$ cat config.mk
export PLATFORM = sky130hd
export DESIGN_NAME = div_measure
export DESIGN_NICKNAME = d
export VERILOG_FILES = /design/src/rtl/div_measure.sv
export SDC_FILE = /design/constraint.sdc
export NUM_CORES = 1
export LEC_CHECK = 0
export ABC_AREA = 1
export BUFFER_PORTS_ARGS = -buffer_cell sky130_fd_sc_hd__clkbuf_2
export CORE_ASPECT_RATIO = 1.2
export CORE_UTILIZATION = 40
export CTS_CLUSTER_DIAMETER = 30
export DETAILED_ROUTE_END_ITERATION = 12
export PLACE_DENSITY = 0.59
export SLEW_MARGIN = 0
export SYNTH_ARGS = -nofsm -noshare
export SYNTH_HDL_FRONTEND = slang
export SYNTH_SLANG_ARGS = --single-unit
$ cat constraint.sdc
create_clock -name clk -period 1.4 [get_ports clk]
set_input_delay 0.07 -clock clk [delete_from_list [all_inputs] [get_ports clk]]
set_output_delay 0.07 -clock clk [all_outputs]
set_load 0.005 [all_outputs]
$ cat src/rtl/div_measure.sv
// div_measure: recovers period and high time of a divided clock sampled in the clk domain,
// with lock detection on a stable ratio and error pulses on out-of-range periods or stalls.
module div_measure #(
    parameter int WIDTH    = 4,
    parameter int MAX_N    = 15,
    parameter int CNT_W    = 6,
    parameter int TIMEOUT  = 63,
    parameter int LOCK_CNT = 2
) (
    input  logic             clk,
    input  logic             reset,
    input  logic             sig_in,
    output logic [WIDTH-1:0] n_out,
    output logic [WIDTH-1:0] high_out,
    output logic             valid,
    output logic             locked,
    output logic             err
);
    typedef enum logic [1:0] {IDLE, MEASURE, LOCKED} state_t;
    state_t state, state_d;
    logic s1, s2, s3;
    logic [CNT_W-1:0] per_cnt, high_cnt, match, match_d, match_inc;
    logic [WIDTH-1:0] n_d, high_d;
    logic valid_d, err_d, rise, act, in_range, same, timeout, lock_hit;

    assign rise      = s2 & ~s3;
    assign act       = rise && state != IDLE;
    assign in_range  = per_cnt >= CNT_W'(2) && per_cnt <= CNT_W'(MAX_N);
    assign same      = per_cnt[WIDTH-1:0] == n_out;
    assign timeout   = state != IDLE && !rise && per_cnt == CNT_W'(TIMEOUT);
    // match saturates at LOCK_CNT so a long lock never wraps the counter
    assign match_inc = !same ? CNT_W'(1) : match == CNT_W'(LOCK_CNT) ? match : match + 1'b1;
    assign lock_hit  = match_inc >= CNT_W'(LOCK_CNT);
    assign locked    = state == LOCKED;

    always_ff @(posedge clk) begin
        if (!reset) state <= IDLE;
        else        state <= state_d;
    end

    always_comb begin
        state_d = timeout ? IDLE : !rise ? state : (act && in_range && lock_hit) ? LOCKED : MEASURE;
    end

    always_comb begin
        valid_d = act && in_range;
        err_d   = (act && !in_range) || timeout;
        match_d = timeout ? '0 : !act ? match : in_range ? match_inc : '0;
        n_d     = timeout ? '0 : valid_d ? per_cnt[WIDTH-1:0] : n_out;
        high_d  = timeout ? '0 : valid_d ? high_cnt[WIDTH-1:0] : high_out;
    end

    always_ff @(posedge clk) begin
        if (!reset) begin
            {s1, s2, s3} <= '0;
            per_cnt      <= '0;
            high_cnt     <= '0;
            match        <= '0;
            n_out        <= '0;
            high_out     <= '0;
            valid        <= 1'b0;
            err          <= 1'b0;
        end else begin
            s1       <= sig_in;
            s2       <= s1;
            s3       <= s2;
            per_cnt  <= rise ? CNT_W'(1) : per_cnt == CNT_W'(TIMEOUT) ? per_cnt : per_cnt + 1'b1;
            high_cnt <= rise ? CNT_W'(1) : (s2 && high_cnt != '1) ? high_cnt + 1'b1 : high_cnt;
            match    <= match_d;
            n_out    <= n_d;
            high_out <= high_d;
            valid    <= valid_d;
            err      <= err_d;
        end
    end
endmodule

==> metrics <==
CP most frequent cell=nor3_4; Die Area=4680 sq um; hold path depth=2; Max-cap violations=0; Worst VDD drop=662 uV; relative slew slack=74.8%; Yosys reg bits=33; RR Endpoint=state[0]; die width=62.6 microns; share of layout cells above drive strength 1=44.0%; DRT antenna net count=0; Synth Instances=217; Skew-Pair Late Insertion Delay=0.28 ns; crit path max-delay cell type=dfxtp_4; skew final=0.00310 ns; vias in the first global route=1480; startpoint class of the critical path=register; Post-synth EDFFs=0; Iter 0 DRT Violations=27; failing checks=negative setup slack; critical path type=reg -> reg; Post-synth ARST share=0%; Setup-failing EPs final=16; reg2reg start=per_cnt[0]; hold slack=0.413 ns; Critical Path, Cell by Cell=ha_4 > nand3_4 > nor3_4 > inv_2 > nor3_4 > nor2_4 > o21ai_1 > a21oi_1; total track usage=18.6%; ANT cells=0; top post-synthesis cells by area=dfxtp_1 37%, nand2_1 7.9%, a21oi_2 6.5%; input/output buffers=13; Syn Area/Cell=8.12 sq um; HPWL after DPL=2790 microns; global-route wire length before repair=6560 microns; Via density=4.59; final WL=3770 microns; routability cong.=0.807; H-Tree Depth=2; period utilisation layout=106%; DR pass1 iterations=4; clock sink count=33; Worst-Margin Slew=0.378 ns; Leak Pwr=0.00105 uW; area post-placement=2180 sq um; Post-synth top cells=37 x nand2_1, 33 x dfxtp_1, 29 x inv_1; post-synth top area cell=dfxtp_1; Hold Path Class=reg -> reg; RSZ-0062 raised after global routing=true; Post-layout nets=284; CP arrival=1.65 ns; outcome=complete, but fails checks; Clock Path Buffers=2; DR DRC count=0; Starting Density=41.7%; CTS tree=done; Die Height=74.7 microns; core area=4230 sq um; Primary FF master, synth=dfxtp_1; r2r setup slk=-0.08 ns; number of antenna violations at the first check in global routing=0; Hold Path Sink=s2; Post-Syn Area=1760 sq um; Top Ports=14; Max Clk Rate=677 MHz; Setup crit end kind=register; HP Start=s1; root buf cell=clkbuf_8; register area share after synthesis=37.5%; total global routing overflow=0; P&R area growth vs syn=35.0%; vias=1529; Ys Warns=0; crit path max fanout=9; Unique masters post-synth=33; final hold vios=0; syn_nets=225; row count=26; clock slew at reported path FFs=0.07 ns; most numerous cell in the Yosys netlist=nand2_1; routed len/inst=11.3 microns; largest net degree at the start of global routing=11; Max Slew Vio Count=0; Inserted Clock Buffers=5; FILL cells=412; top cell type's share of synthesized area=37.5%; crit path time final=1.48 ns; post-route cell area=2380 sq um; CP max stage delay=0.38 ns; Power Density=795 nW/um^2; worst path required time=1.58 ns; setup TNS=-0.963 ns; Worst Slack Setup Final=-0.0773 ns; R2R depth=8
## where the power goes
part | switching (uW) | internal [uW] | total (uW)
clock | 354 | 344 | 698
combinational | 124 | 93.9 | 218
sequential | 20.0 | 957 | 977
## metal layers
metal | routed length (microns) | part of all wire, % | vias up | track usage, %
met2 | 1940 | 52 | 14 | 33.7
met4 | 88 | 2.3 | 0 | 9.30
met3 | 71 | 1.9 | 6 | 3.64
met1 | 1670 | 44 | 688 | 21.2
met5 | 0 | 0 | - | 0
li1 | - | - | 821 | -
## logic make-up after synthesis
group | share of synthesized area, %
buffers and inverters | 11.1
adders and majority gates | 3.55
and+or+nand+nor | 27.3
xor gates and xnor gates | 3.48
DFF | 37.5
AOI/OAI and AO/OA | 17.0
## stage by stage
stage | total power, uW | util, % | setup WS (ns) | std cells
global placement | 1200 | 51.6 | -0.0871 | 319
CTS | 1920 | 54.3 | -0.0914 | 330
detailed placement | 1200 | 51.6 | -0.104 | 319
floorplan | 1120 | - | -0.0527 | 217
finish | 1890 | 56.3 | -0.0773 | 333
global route | 1980 | 56.3 | -0.187 | 333
## cell usage in the layout, fill, tap and decap left out, types with 4 or more instances in the layout
| cell type | count |
|---|---|
| a21oi_1 | 8 |
| a21oi_2 | 16 |
| buf_4 | 38 |
| clkbuf_2 | 13 |
| clkbuf_8 | 5 |
| dfxtp_1 | 29 |
| inv_1 | 28 |
| inv_2 | 6 |
| nand2_1 | 35 |
| nand3_1 | 9 |
| nand3_2 | 7 |
| nor2_1 | 12 |
| o21ai_0 | 4 |
| o21ai_1 | 7 |
| o21ai_2 | 6 |
| xor2_1 | 4 |
## repair_timing
item                                    in CTS  in global routing
endpoints found under the hold margin        2                  0
hold buffers                                 2                  0
cloned                                       1                  0
endpoints found under the setup margin      19                 23
pin swaps                                    1                  6
gates resized for setup                      2                 18
buffers inserted                             0                  3
## sequential cells by signal, indices dropped and copies added (netlist names)
| register | count |
|---|---|
| per_cnt | 6 |
| s3 | 1 |
| n_out | 4 |
| match | 6 |
| state | 2 |
| high_out | 4 |
| high_cnt | 6 |
| err | 1 |
| valid | 1 |
| s1 | 1 |
| s2 | 1 |
## layout make-up
cell class	count	area, sq um	share of cell area [%]
Clock buffer	6	72.6	3.05
Multi-Input combinational cell	142	991	41.6
Timing Repair Buffer	55	402	16.9
Inverter	38	155	6.52
Tap cell	56	70.1	2.94
Timing Repair inverter	1	8.76	0.368
Clock inverter	2	10.0	0.421
Sequential cell	33	671	28.2
## worst max path at each step
stage                     from          end  slack, ns  cells past startpoint
floorplan           per_cnt[0]     match[0]      -0.05                      8
global placement    per_cnt[1]  high_out[1]      -0.09                      8
detailed placement  per_cnt[0]  high_out[1]      -0.10                      8
CTS                 per_cnt[0]     n_out[3]      -0.09                      8
global route        per_cnt[0]     n_out[3]      -0.19                      8
finish              per_cnt[0]     state[0]      -0.08                      8
## worst max-delay path, delay by kind of cell, from the launching register on
family | cells | cell delay [ns]
adder cells (fa/ha/maj) | 1 | 0.15
AO/OA/AOI/OAI | 2 | 0.14
buffers and inverters | 1 | 0.08
flip-flops | 1 | 0.38
AND/OR/NAND/NOR | 4 | 0.63
Power figures use the tool's default switching activity.
